===== config.mk =====
export PLATFORM = sky130hd
export DESIGN_NAME = stream_min_max
export DESIGN_NICKNAME = d
export VERILOG_FILES = /design/src/rtl/stream_min_max.sv
export SDC_FILE = /design/constraint.sdc
export NUM_CORES = 1
export LEC_CHECK = 0
export ABC_AREA = 1
export ABC_CLOCK_PERIOD_IN_PS = 2000
export CAP_MARGIN = 20
export CORE_MARGIN = 5
export CORE_UTILIZATION = 49
export CTS_CLUSTER_DIAMETER = 100
export DETAILED_ROUTE_END_ITERATION = 10
export GPL_TIMING_DRIVEN = 0
export PLACE_DENSITY = 0.88
export SLEW_MARGIN = 5
export SYNTH_ARGS = -nofsm -noshare
export SYNTH_HDL_FRONTEND = slang
export SYNTH_SLANG_ARGS = --single-unit

===== constraint.sdc =====
create_clock -name clk -period 2 [get_ports clk]
set_clock_uncertainty 0.2 [all_clocks]
set_input_delay 0.2 -clock clk [delete_from_list [all_inputs] [get_ports clk]]
set_output_delay 0.2 -clock clk [all_outputs]
set_load 0.01 [all_outputs]

===== src/rtl/stream_min_max.sv =====
// stream_min_max: streaming min/max reducer over in_last-delimited frames.
// A valid/ready sample stream is folded into one registered result per frame
// (minimum, maximum, sample count). Compare is unsigned or two's-complement
// depending on the SIGNED parameter.
// Optional feature macro: MINMAX_IDX_EN adds out_min_idx/out_max_idx, the
// 0-based positions of the samples that set the held minimum and maximum.
// A frame is closed either by in_last or when it reaches 2**CNT_W-1 samples.

module stream_min_max #(
    parameter int DATA   = 8,
    parameter int CNT_W  = 8,
    parameter bit SIGNED = 1'b0
) (
    input  logic             clk,
    input  logic             rst,
    input  logic             in_valid,
    output logic             in_ready,
    input  logic [DATA-1:0]  in_data,
    input  logic             in_last,
    output logic             out_valid,
    input  logic             out_ready,
    output logic [DATA-1:0]  out_min,
    output logic [DATA-1:0]  out_max,
    output logic [CNT_W-1:0] out_count
`ifdef MINMAX_IDX_EN
    ,
    output logic [CNT_W-1:0] out_min_idx,
    output logic [CNT_W-1:0] out_max_idx
`endif
);

    // Largest count a frame may reach; the sample that brings it here closes the frame.
    localparam logic [CNT_W-1:0] CNT_LAST = {CNT_W{1'b1}};

    typedef enum logic [1:0] {
        EMPTY = 2'd0,
        ACC   = 2'd1,
        HOLD  = 2'd2
    } state_t;

    // Strict less-than in the configured number representation.
    function automatic logic less_f(input logic [DATA-1:0] a, input logic [DATA-1:0] b);
        logic lt;
        if (SIGNED) begin
            lt = ($signed(a) < $signed(b));
        end else begin
            lt = (a < b);
        end
        return lt;
    endfunction

    state_t            state_r;
    logic [DATA-1:0]   run_min_r;
    logic [DATA-1:0]   run_max_r;
    logic [CNT_W-1:0]  cnt_r;

    logic              accept_s;
    logic              start_s;
    logic              close_s;
    logic              min_take_s;
    logic              max_take_s;
    logic [DATA-1:0]   min_next_s;
    logic [DATA-1:0]   max_next_s;
    logic [CNT_W-1:0]  cnt_next_s;

    // A pending result blocks input only while downstream is not taking it,
    // so a new frame can start in the same cycle the old result leaves.
    assign in_ready = (state_r != HOLD) | out_ready;
    assign accept_s = in_valid & in_ready;
    // EMPTY and HOLD both mean "the next accepted sample opens a new frame".
    assign start_s  = (state_r != ACC);
    assign close_s  = in_last | (cnt_next_s == CNT_LAST);

    // Running min/max/count as they would be after accepting in_data this cycle.
    always_comb begin
        min_take_s = 1'b0;
        max_take_s = 1'b0;
        min_next_s = run_min_r;
        max_next_s = run_max_r;
        cnt_next_s = cnt_r + CNT_W'(1);
        if (start_s) begin
            min_take_s = 1'b1;
            max_take_s = 1'b1;
            min_next_s = in_data;
            max_next_s = in_data;
            cnt_next_s = CNT_W'(1);
        end else begin
            // Strict compares: an equal value keeps the earlier sample.
            min_take_s = less_f(in_data, run_min_r);
            max_take_s = less_f(run_max_r, in_data);
            if (min_take_s) begin
                min_next_s = in_data;
            end else begin
                min_next_s = run_min_r;
            end
            if (max_take_s) begin
                max_next_s = in_data;
            end else begin
                max_next_s = run_max_r;
            end
        end
    end

`ifdef MINMAX_IDX_EN
    logic [CNT_W-1:0] min_idx_r;
    logic [CNT_W-1:0] max_idx_r;
    logic [CNT_W-1:0] pos_s;
    logic [CNT_W-1:0] min_idx_next_s;
    logic [CNT_W-1:0] max_idx_next_s;

    // Position of the incoming sample and the resulting index of min/max.
    always_comb begin
        pos_s          = start_s ? {CNT_W{1'b0}} : cnt_r;
        min_idx_next_s = min_idx_r;
        max_idx_next_s = max_idx_r;
        if (min_take_s) begin
            min_idx_next_s = pos_s;
        end else begin
            min_idx_next_s = min_idx_r;
        end
        if (max_take_s) begin
            max_idx_next_s = pos_s;
        end else begin
            max_idx_next_s = max_idx_r;
        end
    end

    // Index tracking registers, published together with out_min/out_max.
    always_ff @(posedge clk) begin
        if (rst) begin
            min_idx_r   <= {CNT_W{1'b0}};
            max_idx_r   <= {CNT_W{1'b0}};
            out_min_idx <= {CNT_W{1'b0}};
            out_max_idx <= {CNT_W{1'b0}};
        end else if (accept_s) begin
            min_idx_r <= min_idx_next_s;
            max_idx_r <= max_idx_next_s;
            if (close_s) begin
                out_min_idx <= min_idx_next_s;
                out_max_idx <= max_idx_next_s;
            end else begin
                out_min_idx <= out_min_idx;
                out_max_idx <= out_max_idx;
            end
        end else begin
            min_idx_r   <= min_idx_r;
            max_idx_r   <= max_idx_r;
            out_min_idx <= out_min_idx;
            out_max_idx <= out_max_idx;
        end
    end
`else
    // Index tracking not built: no index ports and no index registers.
`endif

    // Frame FSM (EMPTY/ACC/HOLD) with running accumulators and registered result.
    always_ff @(posedge clk) begin
        if (rst) begin
            state_r   <= EMPTY;
            run_min_r <= {DATA{1'b0}};
            run_max_r <= {DATA{1'b0}};
            cnt_r     <= {CNT_W{1'b0}};
            out_valid <= 1'b0;
            out_min   <= {DATA{1'b0}};
            out_max   <= {DATA{1'b0}};
            out_count <= {CNT_W{1'b0}};
        end else if (accept_s) begin
            run_min_r <= min_next_s;
            run_max_r <= max_next_s;
            cnt_r     <= cnt_next_s;
            if (close_s) begin
                state_r   <= HOLD;
                out_valid <= 1'b1;
                out_min   <= min_next_s;
                out_max   <= max_next_s;
                out_count <= cnt_next_s;
            end else begin
                // Any previous result has just been handed off (or there was none).
                state_r   <= ACC;
                out_valid <= 1'b0;
            end
        end else if ((state_r == HOLD) && out_ready) begin
            state_r   <= EMPTY;
            out_valid <= 1'b0;
        end else begin
            state_r   <= state_r;
            out_valid <= out_valid;
        end
    end

endmodule


==> parameters.txt <==
Parameter                              Value

Placed design
  HPWL after detailed placement ... 5110 microns
  Dpl ws ... -0.541 ns
  Last weighted congestion value of the routability-driven placer ... 0.879
  Cell count after placement ... 543
  Port-buffer cells ... 38

Yosys
  Yosys warnings ... 0
  Fraction of synthesis flops using an asynchronous set or reset pin ... 0%
  Cell types with the largest area share after synthesis ... sky130_fd_sc_hd__dfxtp_1 (36%), sky130_fd_sc_hd__nand2_1 (17%), sky130_fd_sc_hd__inv_1 (8.5%)
  Number of unique standard cell types used by synthesis ... 23
  Synthesized area per cell ... 6.42 sq um
  Most used flip-flop cell after synthesis ... sky130_fd_sc_hd__dfxtp_1
  Number of flops mapped to enable cells by yosys ... 0
  Area of the mapped netlist ... roughly 2800 sq um
  Most frequently used cell type in the post-synthesis netlist ... sky130_fd_sc_hd__nand2_1
  Net count after synthesis ... 461
  Sequential share of the synthesized area ... roughly 36%
  Post-synth top cells ... sky130_fd_sc_hd__nand2_1 (128), sky130_fd_sc_hd__inv_1 (63), sky130_fd_sc_hd__nor2_1 (57)
  Post-synthesis sequential element count ... 50
  Largest area contributor in the synthesized netlist ... sky130_fd_sc_hd__dfxtp_1
  Area fraction of the dominant cell type after synthesis ... around 36%
  Instance count of the mapped netlist ... between 400 and 500

Critical path
  Required @ worst endpoint ... roughly 2.1 ns
  Reg-to-Reg End ... out_min[2]
  Count of cells along the worst register-to-register path ... 14
  CP most frequent cell ... sky130_fd_sc_hd__nor2_2
  Worst path max stage delay ... 0.37 ns
  Cells traversed along the worst timing path ... ha_4 -> nand2_4 -> inv_4 -> nand2_4 -> nand2_2 -> nor2_2 -> nand3_2 -> nor2_2 -> nand2_2 -> a21oi_4 -> buf_6 -> buf_8 -> nor2_4 -> nor2_2
  Cell with the largest stage delay on the worst path ... sky130_fd_sc_hd__dfxtp_4
  Critical path start-end classification ... reg2reg
  Reg-to-Reg Start ... cnt_r[0]
  Critical path arrival ... 2.12 ns
  Startpoint type of the worst setup path ... register
  Type of destination of the critical path ... register
  Reg2Reg Setup Slack ... -0.06 ns
  Crit-path max FO ... 5

Layout
  Total Nets Final ... about 530
  Antenna diode count ... 0
  Fraction of the core area covered by cells at the end of the flow ... 69.8%
  Post-synthesis to final-layout area growth ... 38.2%
  Cell Count, Final, Fillers Out ... 574
  Share of final-layout standard cells stronger than drive strength 1 ... between 20% and 30%

STA
  WHS ... 0.174 ns
  Shortest clock period the worst path allows after layout ... 2.06 ns
  Actual slew at the worst max-slew pin ... ~0.53 ns
  Post-route fraction of the period consumed by the critical path ... 103%
  Pins over their slew limit ... 0
  Worst-case setup margin in the final layout ... -0.0624 ns
  Slew HR ... 64.9%
  Unrepaired setup endpoints after global routing ... yes
  Hold violation total from the final report ... 0
  Final Setup Violations ... 20
  Upper clock frequency limit ... 485 MHz

Detailed routing
  Count of antenna-violating nets left after detailed routing ... 0
  Count of TritonRoute iterations in the first routing pass ... 6
  DRC violation count after routing ... 0
  DRC violation total after the first TritonRoute iteration ... 314
  Total number of vias ... 3095
  Average wire per cell in the routed design ... 14.7 microns
  Number of vias per cell after detailed routing ... 5.39
  WL final ... around 8400 microns

Power and ir drop
  Maximum vdd ir drop ... 0.501 mV
  Power density of the placed cells ... roughly 660 nW/um^2
  P_leak ... around 0.0019 uW
  Overall power consumption ... 2540 uW

GRT
  Number of global-route vias before repair ... 2897
  Antenna violations before repair ... 0
  Overall track demand over capacity in global routing ... between 20% and 30%
  Global route overflow ... 0
  Wire length of the first global-routing pass ... 12600 microns
  Pin count of the biggest net entering global routing ... 17

Clock network
  CTS HTree Levels ... 2
  Clock tree buffer depth ... 2
  Insertion delay to the later sink of the worst-skew pair ... around 0.32 ns
  Clock Root Buffer ... sky130_fd_sc_hd__clkbuf_8
  Clock transition time at the flip-flop clock pins of the worst setup and hold paths ... 0.10 ns
  Number of buffers inserted for hold repair after clock tree synthesis ... 0
  Inserted Clock Buffers ... 5
  CTS tree ... done
  TritonCTS sink count ... 50

Floorplanning
  Width of the die ... between 80 and 90 microns
  Standard-cell row count ... 27
  Die outline height ... between 80 and 90 microns
  Initial standard-cell utilization of the core ... 50.5%
  Top-level port count ... 39
  Full die area ... 7280 sq um
  CORE AREA ... 5510 sq um

Min path
  Worst min-delay path class ... in2reg
  WHS Path Cells ... 7
  HP Start ... in_data[1]
  Worst min-delay path endpoint ... run_max_r[1]

Run status
  Failing checks ... negative setup slack
  Status ... finished, violations left

Job
  Number of max-cap violations ... 0
[metal layers]
layer  share of wire, %  wire (microns)  vias up  GRT usage, %
li1                   -               -     1482             -
met1                 38            3240     1408          24.3
met2                 50            4230      160          37.9
met3                7.0             592       45          3.50
met4                4.6             387        0          8.06
met5                  0               0        -             0
[cell usage in the layout, fill, tap and decap left out, types with 2 or more instances in the layout]
cell                                n
sky130_fd_sc_hd__nand2_1          110
sky130_fd_sc_hd__inv_1             56
sky130_fd_sc_hd__dfxtp_1           45
sky130_fd_sc_hd__nor2_1            44
sky130_fd_sc_hd__nand3_1           41
sky130_fd_sc_hd__clkdlybuf4s50_1   35
sky130_fd_sc_hd__a21oi_1           26
sky130_fd_sc_hd__nand2_2           15
sky130_fd_sc_hd__buf_4             14
sky130_fd_sc_hd__nor2_2            13
sky130_fd_sc_hd__ha_1              12
sky130_fd_sc_hd__o21ai_0            8
sky130_fd_sc_hd__inv_2              7
sky130_fd_sc_hd__nand3_2            7
sky130_fd_sc_hd__buf_6              7
sky130_fd_sc_hd__nand2_4            6
sky130_fd_sc_hd__clkbuf_8           5
sky130_fd_sc_hd__buf_2              4
sky130_fd_sc_hd__clkbuf_1           4
sky130_fd_sc_hd__buf_1              4
sky130_fd_sc_hd__a21oi_2            4
sky130_fd_sc_hd__dfxtp_2            4
sky130_fd_sc_hd__clkbuf_2           3
sky130_fd_sc_hd__nor2_4             3
sky130_fd_sc_hd__buf_8              3
sky130_fd_sc_hd__ha_4               3
sky130_fd_sc_hd__dlymetal6s2s_1     3
sky130_fd_sc_hd__a211oi_1           2
[flip-flops by register name (all words and copies together), names as in the netlist]
name	count
cnt_r	8
out_count	8
state_r	1
out_valid	1
run_min_r	8
run_max_r	8
out_min	8
out_max	8
[layout make-up]
class	count	area (sq um)
Multi-Input combinational cell	302	1680
Clock inverter	3	43.8
Timing Repair Buffer	60	601
Sequential cell	50	1010
Clock buffer	5	68.8
Inverter	64	243
Tap cell	72	90.1
Fill cell	429	1660
Buffer	18	106
[cell families (layout without fill, tap and decap cells)]
logic type                 after synthesis  after routing  synth area share [%]
and+or+nand+nor                        240            242                  36.2
buffers and inverters                   83            150                  12.1
DFF                                     50             50                  36.0
AOI/OAI and AO/OA                       45             45                  8.95
adders and majority gates               15             15                  6.75
[critical path: cells and delay by family, from the launching register on]
family | cells | cell delay (ns)
flip-flops | 1 | 0.37
AND/OR/NAND/NOR | 9 | 0.76
AO/OA/AOI/OAI | 1 | 0.18
adder cells (fa/ha/maj) | 1 | 0.18
buffers and inverters | 3 | 0.32
[worst max-delay path by stage]
stage,from,end,slack [ns],depth (start not counted)
2_1_floorplan,cnt_r[0],out_max[3],0.09,14
3_3_place_gp,in_data[3],out_max[7],-0.51,13
3_5_place_dp,in_data[1],out_max[7],-0.54,15
4_1_cts,cnt_r[1],out_min[4],-0.05,14
5_1_grt,cnt_r[4],out_min[2],-0.19,12
6_report,cnt_r[0],out_min[2],-0.06,14
[what timing repair did]
| action | CTS | global route |
|---|---|---|
| cloned | 2 | 3 |
| setup buffers | 10 | 9 |
| pin swaps | 22 | 28 |
| resized for setup | 30 | 66 |
| endpoints found under the hold margin | 0 | 0 |
| setup endpoints to repair | 42 | 49 |
[where the power goes]
part	switching [uW]	internal (uW)	total (uW)
logic	394	289	683
clock network	365	376	740
registers	49.8	1070	1120
[metrics by stage]
| stage | cell area (sq um) | TNS (ns) |
|---|---|---|
| 3_3_place_gp | 3250 | -14.25 |
| 6_report | 3840 | -0.570 |
| 3_5_place_dp | 3250 | -16.52 |
| 5_1_grt | 3840 | -3.78 |
| 4_1_cts | 3540 | -0.528 |
| 2_1_floorplan | 2780 | 0 |
Note: power is estimated with default switching activity, not from simulation.
